--- config.mk ---
export PLATFORM = sky130hd
export DESIGN_NAME = mem_bus_arbiter
export DESIGN_NICKNAME = d
export VERILOG_FILES = /design/src/rtl/mem_arb_pkg.sv /design/src/rtl/arb_pick2.sv /design/src/rtl/mem_bus_arbiter.sv
export SDC_FILE = /design/constraint.sdc
export NUM_CORES = 1
export LEC_CHECK = 0
export CORE_AREA = 2 2 213 215
export DETAILED_ROUTE_END_ITERATION = 16
export DIE_AREA = 0 0 215 217
export DONT_BUFFER_PORTS = 1
export SETUP_SLACK_MARGIN = 0.15
export SLEW_MARGIN = 20
export SYNTH_ARGS = -nofsm -noshare
export SYNTH_HDL_FRONTEND = slang
export SYNTH_SLANG_ARGS = --single-unit
export TNS_END_PERCENT = 50
--- constraint.sdc ---
create_clock -name clk -period 4.5 [get_ports clk]
set_input_delay 0.45 -clock clk [delete_from_list [all_inputs] [get_ports clk]]
set_output_delay 0.45 -clock clk [all_outputs]
set_load 0.005 [all_outputs]
--- src/rtl/mem_arb_pkg.sv ---
// Shared types and constants for the two-requester memory bus arbiter.
// Bus field widths live here so the request register can be a single packed struct.
package mem_arb_pkg;

  localparam int MEM_ADDR_W = 64;
  localparam int MEM_DATA_W = 64;
  localparam int MEM_STRB_W = MEM_DATA_W / 8;

  localparam int ARB_FIXED_D = 0;
  localparam int ARB_RR      = 1;

  // Instruction fetches are always 4-byte reads.
  localparam logic [2:0] I_FETCH_SIZE = 3'd2;

  typedef enum logic [1:0] {
    OWN_NONE = 2'd0,
    OWN_I    = 2'd1,
    OWN_D    = 2'd2
  } owner_e;

  typedef enum logic [1:0] {
    IDLE   = 2'd0,
    BUSY_I = 2'd1,
    BUSY_D = 2'd2
  } arb_state_e;

  typedef struct packed {
    logic [MEM_ADDR_W-1:0] addr;
    logic [2:0]            size;
    logic [MEM_STRB_W-1:0] strobe;
    logic [MEM_DATA_W-1:0] wdata;
  } bus_req_t;

  function automatic owner_e owner_of(input arb_state_e s);
    case (s)
      BUSY_I:  return OWN_I;
      BUSY_D:  return OWN_D;
      default: return OWN_NONE;
    endcase
  endfunction

endpackage

--- src/rtl/arb_pick2.sv ---
// Combinational two-way picker: a lone requester always wins; ties go to D,
// or in round-robin mode to whichever requester was not granted last.
module arb_pick2
  import mem_arb_pkg::*;
(
  input  logic   req_i,
  input  logic   req_d,
  input  owner_e last_grant,
  input  logic   mode,
  output logic   grant_i,
  output logic   grant_d
);

  // NOTE: every always_comb output gets a default first so no path can infer a latch.
  always_comb begin
    grant_i = 1'b0;
    grant_d = 1'b0;
    if (req_i && req_d) begin
      if (mode && (last_grant == OWN_D)) grant_i = 1'b1;
      else                               grant_d = 1'b1;
    end else begin
      grant_i = req_i;
      grant_d = req_d;
    end
  end

endmodule

--- src/rtl/mem_bus_arbiter.sv ---
// Shares one memory bus between the fetch (I) and memory (D) stages with a
// single outstanding transaction; the bus request is registered and held until m_data_ok.
module mem_bus_arbiter
  import mem_arb_pkg::*;
#(
  parameter  int ADDR_W   = MEM_ADDR_W,
  parameter  int DATA_W   = MEM_DATA_W,
  parameter  int ARB_MODE = ARB_FIXED_D,
  localparam int STRB_W   = DATA_W / 8
) (
  input  logic              clk,
  input  logic              reset,
  input  logic              i_valid,
  input  logic [ADDR_W-1:0] i_addr,
  output logic              i_data_ok,
  output logic [DATA_W-1:0] i_rdata,
  input  logic              d_valid,
  input  logic [ADDR_W-1:0] d_addr,
  input  logic [2:0]        d_size,
  input  logic [STRB_W-1:0] d_strobe,
  input  logic [DATA_W-1:0] d_wdata,
  output logic              d_data_ok,
  output logic [DATA_W-1:0] d_rdata,
  output logic              m_valid,
  output logic [ADDR_W-1:0] m_addr,
  output logic [2:0]        m_size,
  output logic [STRB_W-1:0] m_strobe,
  output logic [DATA_W-1:0] m_wdata,
  input  logic              m_data_ok,
  input  logic [DATA_W-1:0] m_rdata,
  output logic [1:0]        owner
);

  arb_state_e state;
  owner_e     last_grant;
  logic       abandon;
  bus_req_t   m_req;
  bus_req_t   i_req;
  bus_req_t   d_req;
  logic       grant_i;
  logic       grant_d;
  logic       owner_valid;
  logic       deliver;

  always_comb begin
    i_req        = '0;
    i_req.addr   = MEM_ADDR_W'(i_addr);
    i_req.size   = I_FETCH_SIZE;
    d_req        = '0;
    d_req.addr   = MEM_ADDR_W'(d_addr);
    d_req.size   = d_size;
    d_req.strobe = MEM_STRB_W'(d_strobe);
    d_req.wdata  = MEM_DATA_W'(d_wdata);
  end

  arb_pick2 u_pick (
    .req_i      (i_valid),
    .req_d      (d_valid),
    .last_grant (last_grant),
    .mode       (ARB_MODE == ARB_RR),
    .grant_i    (grant_i),
    .grant_d    (grant_d)
  );

  // NOTE: sequential state uses non-blocking assignments so every register samples pre-edge values.
  always_ff @(posedge clk or negedge reset) begin
    if (!reset) begin
      state      <= IDLE;
      m_valid    <= 1'b0;
      m_req      <= '0;
      last_grant <= OWN_I;
      abandon    <= 1'b0;
    end else begin
      case (state)
        IDLE: begin
          abandon <= 1'b0;
          if (grant_d) begin
            state      <= BUSY_D;
            m_valid    <= 1'b1;
            m_req      <= d_req;
            last_grant <= OWN_D;
          end else if (grant_i) begin
            state      <= BUSY_I;
            m_valid    <= 1'b1;
            m_req      <= i_req;
            last_grant <= OWN_I;
          end
        end
        BUSY_I, BUSY_D: begin
          // A bus request cannot be withdrawn, so an abandoned one still runs to completion.
          if (m_data_ok) begin
            state   <= IDLE;
            m_valid <= 1'b0;
            abandon <= 1'b0;
          end else if (!owner_valid) begin
            abandon <= 1'b1;
          end
        end
        default: begin
          state   <= IDLE;
          m_valid <= 1'b0;
        end
      endcase
    end
  end

  assign owner_valid = (state == BUSY_I) ? i_valid : d_valid;
  assign deliver     = m_data_ok && !abandon && owner_valid;

  assign i_data_ok = deliver && (state == BUSY_I);
  assign d_data_ok = deliver && (state == BUSY_D);
  assign i_rdata   = (state == BUSY_I) ? m_rdata : '0;
  assign d_rdata   = (state == BUSY_D) ? m_rdata : '0;

  assign m_addr   = m_req.addr[ADDR_W-1:0];
  assign m_size   = m_req.size;
  assign m_strobe = m_req.strobe[STRB_W-1:0];
  assign m_wdata  = m_req.wdata[DATA_W-1:0];
  assign owner    = owner_of(state);

endmodule

==> impl_metrics.toml, run 1 <==
[status]
status = "finished clean"

[timing]
report.final.slew_viol_count = 0
rsz0062_at_grt = "no"
fin_skew_ns = 0.0111
fin_hold_ws_ns = 0.144
fin_crit_ns = 2.54
slew_headroom_pct = 37.7
hold_viol = 0
tns_ns = 0
timing.final.crit_share_pct = 56.4
fin_ws_ns = 1.96
max_freq_ghz = 0.394
setup_viol = 0
worstMarginPinSlew_ns = 0.935

[clocking]
cts-htree-levels = 4
clkTransAtPathRegs_ns = 0.07
numCtsBuffers = 17
clk_path_buf_depth = 2
cts_tree = "done"
ctsRootBufferMaster = "clkbuf_16"
clk_latency_ns = 0.44
clkSinkCount = 143
cts-resized-gates = 0

[final_layout]
utilization_pct = 17.6
stdcell_area_um2 = 7880
layout.nets = 872
drive_above_1_share_pct = 5.93
area.growth.synth_to_final_pct = 16.7

[critical_path]
critPathTopFamily = "buffers and inverters"
worstSetupEndpointType = "primary output"
arrival_ns = 2.09
cpPeakStageDelay_ns = 0.46
crit_path_frequent_cell = "inv_1"
cp_cell_sequence = "inv_1 -> ha_1 -> buf_4 -> inv_1 -> nor4_1"
crit_type = "reg -> out"
path_buf_inv = 3
cpMaxStageDelayCell = "nor4_1"
startpoint_type = "flop"
cp_data_required_time_ns = 4.05
cp_max_fo = 65

[detailed_routing]
postRouteAntennaNets = 0
num_vias = 4737
post-route-drc-count = 0
vias_per_cell = 3.87
wirelength_um = 25800
drt-initial-drc-count = 164
post_drt_wl_per_cell_um = 21.1
dr.pass1.iters = 4

[die]
dieArea_um2 = 46700
die_y_um = 217
top_level_ports = 544
initial_core_util_pct = 15.1
rows = 78
core_area_um2 = 44700
die_x_um = 215

[synthesis]
yosysWarningCount = 0
synth_cell_types = 24
synth_area_um2 = 6750
synth-seq-area-share_pct = 53.0
synth-seq-cells = 143
synth_area_per_cell_um2 = 10.9
synthesis.instances = 622
synth_fp_nets = 899

[power_and_ir_drop]
ir_drop_v = 0.000214
cellPowerDensity_nw_per_um2 = 660
p_leak_uw = 0.00346

[job]
cap_violations = 0

[placed_design]
hpwl_um = 19800
dpl_cell_area_um2 = 7240
pre_cts_slack_ns = 2.40
place.gp.congestion = 0.940
io_buffers = 0

[global_routing]
grt_remaining_overflow = 0
grt_usage_pct = 10.8
antenna_found_initial = 16
grt_max_degree = 204
grt_pass1_wl_um = 34400
first_global_vias = 4507

[min_path]
hold_path.class = "in -> reg"
[power breakdown]
group / leakage, uW / internal (uW) / total [uW] / switching, uW
combinational: 0.00140 / 590 / 1410 / 818
sequential: 0.00179 / 1870 / 2430 / 557
clock: 0.000272 / 800 / 1370 / 568
[cells in the final DEF, fill, tap and decap left out, types with 2 or more instances in the layout]
cell / instances
ha_1: 5
mux2i_1: 65
nand2_1: 68
o21ai_0: 26
o21ai_1: 38
clkinvlp_4: 2
and2_1: 128
a22o_1: 74
dfrtp_1: 143
nor2b_1: 3
o22a_1: 2
clkinv_4: 3
clkbuf_16: 17
a21oi_1: 2
clkbuf_8: 3
clkinv_2: 3
buf_4: 3
inv_1: 6
diode_2: 16
nor2_1: 4
clkbuf_1: 2
[metal layers]
layer,track usage [%],wire [um],up-vias
met5,0,27,-
met4,6.85,941,4
met3,4.53,2450,42
met2,18.3,13100,356
met1,10.9,9210,2244
li1,-,-,2091
[timing repair]
item / in CTS / in global routing
hold buffers: 1 / 1
endpoints found under the hold margin: 143 / 11
setup buffers: 0 / 0
setup endpoints to repair: 0 / 0
[registers in the layout (all words and copies together) (netlist names)]
signal    flops
m_valid       1
abandon       1
m_addr       64
m_wdata      64
m_size        3
state         2
m_strobe      8
[through the flow]
step	total power, uW	std cells
floorplan	3510	622
global placement	3810	1174
detailed placement	3870	1174
CTS	5320	1206
global route	5600	1222
finish	5200	1223
[final timing paths]
check,from,endpoint,slack [ns],cells after the start
setup / recovery,state[0],d_data_ok,1.96,5
hold / removal,d_wdata[28],m_wdata[28],0.14,1
setup reg to reg,state[0],m_wdata[18],2.38,5
hold reg to reg,m_addr[1],m_addr[1],0.51,2
max in group asynchronous,reset,m_addr[27],3.09,2
min in group asynchronous,reset,m_addr[37],0.65,2
[area by class of cell]
class                      count  area (um^2)
antenna                       16         40.0
clock buffer                  22          474
clock inverter                 9         86.3
fill                        4944        36800
inverter                       6         22.5
multi-input combinational    421         2850
sequential                   143         3580
tap                          600          751
timing repair buffer           6         80.1
[synthesized netlist by cell type (all sizes together)]
master,instances,area [um^2]
mux2i,65,651
nor2b,3,18.8
o22a,2,17.5
nor2,4,15.0
inv,6,22.5
clkbuf,21,83.8
dfrtp,143,3580
a21oi,2,10.0
o21ai,65,337
nand2,68,255
ha,5,62.6
buf,31,223
and2,129,807
nor4,1,6.26
o211ai,1,7.51
nor3,1,5.00
a22o,74,648
o22ai,1,6.26
[cells by family (layout without fill, tap and decap cells)]
| group | count (synthesis) | count (layout) | synth area share, % |
|---|---|---|---|
| and+or+nand+nor | 206 | 206 | 16.4 |
| AOI/OAI and AO/OA | 145 | 145 | 15.2 |
| DFF | 143 | 143 | 53.0 |
| muxes | 65 | 65 | 9.63 |
| buffers and inverters | 58 | 43 | 4.87 |
| adders and majority gates | 5 | 5 | 0.926 |
| other | 0 | 16 | 0 |
Note: power is estimated with default switching activity, not from simulation.
==> run 2, diff against run 1 <==
Clock period 4.5 ns to 2.45 ns, I/O delays scaled along.
==> impl_metrics.toml, run 2 (same netlist as run 1, synthesis figures left out) <==
[status]
status = "finished with violations"
violations = "negative hold slack"

[timing]
slew_headroom_pct = 59.5
fin_hold_ws_ns = -0.495
fin_ws_ns = 0.317
max_freq_ghz = 0.469
hold_viol = 143
rsz0062_at_grt = "no"
fin_crit_ns = 2.13
worstMarginPinSlew_ns = 0.605
setup_viol = 0
timing.final.crit_share_pct = 87.1
fin_skew_ns = 0.0114
report.final.slew_viol_count = 0
tns_ns = 0

[critical_path]
r2r_slack_ns = 0.53
arrival_ns = 1.89
worstRegToRegCells = 6
cp_data_required_time_ns = 2.20
cp_max_fo = 64
regToRegStartpoint = "state[0]"
crit_type = "reg -> out"
worst_r2r_endpoint = "m_wdata[28]"
startpoint_type = "flop"
worstSetupEndpointType = "primary output"

[global_routing]
grt_remaining_overflow = 0
first_global_vias = 5685
grt_pass1_wl_um = 39200
grt_max_degree = 144
grt_usage_pct = 11.8
antenna_found_initial = 13

[final_layout]
layout.nets = 1044
drive_above_1_share_pct = 6.28
multi_input_area_um2 = 2850
final-seq-area_um2 = 3580
area.growth.synth_to_final_pct = 43.0
utilization_pct = 21.6
final_cell_mix = "dlygate4sd3_1, dfrtp_1, and2_1"
final_common_cell = "dlygate4sd3_1"
nFillCells = 4754

[placed_design]
place.gp.congestion = 0.967
io_buffers = 0
hpwl_um = 20700
pre_cts_slack_ns = 0.532

[die]
core_area_um2 = 44700
rows = 78
top_level_ports = 544
dieArea_um2 = 46700
initial_core_util_pct = 15.1
die_y_um = 217
die_x_um = 215

[clocking]
cts_tree = "done"
cts_hold_buf = 163
post_cts_buffers = 0
cts-htree-levels = 4
cts-resized-gates = 0
numCtsBuffers = 17
clkTransAtPathRegs_ns = 0.06
clk_path_buf_depth = 2
clk_latency_ns = 0.44
ctsRootBufferMaster = "clkbuf_16"
clkSinkCount = 143

[power_and_ir_drop]
p_total_uw = 10300
ir_drop_v = 0.000789
cellPowerDensity_nw_per_um2 = 1060
p_leak_uw = 0.00422

[min_path]
hold_path.class = "in -> async"

[detailed_routing]
post_drt_wl_per_cell_um = 20.3
num_vias = 5576
post-route-drc-count = 0
drt-initial-drc-count = 197
vias_per_cell = 3.99
dr.pass1.iters = 4
wirelength_um = 28300
postRouteAntennaNets = 0

[job]
cap_violations = 0
[run 2: worst max-delay path by stage]
stage	depth (start not counted)	to	slack, ns	startpoint
after floorplan	8	m_addr[55]	0.95	state[0]
after global placement	3	m_addr[19]	0.51	d_valid
after detailed placement	6	m_wdata[21]	0.53	state[0]
after CTS	5	d_data_ok	0.25	state[1]
after global routing	4	i_rdata[33]	0.15	state[1]
final	4	i_rdata[33]	0.32	state[1]
[run 2: critical path: stages (launching register included)]
cell,delay [ns]
dfrtp_1,0.40
inv_1,0.12
ha_1,0.16
buf_4,0.37
and2_1,0.39
[run 2: metal layers]
layer | part of all wire (%) | track usage [%]
met5 | 0.046 | 0
met4 | 3.7 | 6.51
met3 | 8.7 | 5.03
met2 | 52 | 21.2
met1 | 35 | 11.3
[run 2: metrics by stage]
stage | cells | area (um^2)
CTS | 1380 | 9620
detailed placement | 1185 | 7380
finish | 1396 | 9660
global route | 1394 | 9650
global placement | 1184 | 7350
floorplan | 622 | 6750
[run 2: final cells by class]
cell class | count | share of cell area (%)
diodes | 16 | 0.415
clock buffers | 18 | 4.55
clock inverters | 14 | 1.72
inverters | 6 | 0.233
multi-input cells | 421 | 29.5
flip-flops and latches | 143 | 37.0
well taps | 600 | 7.77
repair buffers | 178 | 18.8
[run 2: power breakdown]
group          total (uW)  internal (uW)  leakage [uW]  switching [uW]
Sequential           4480           3440       0.00179            1040
Combinational        3090           1460       0.00214            1640
Clock                2690           1620      0.000288            1070
Total               10300           6520       0.00422            3750
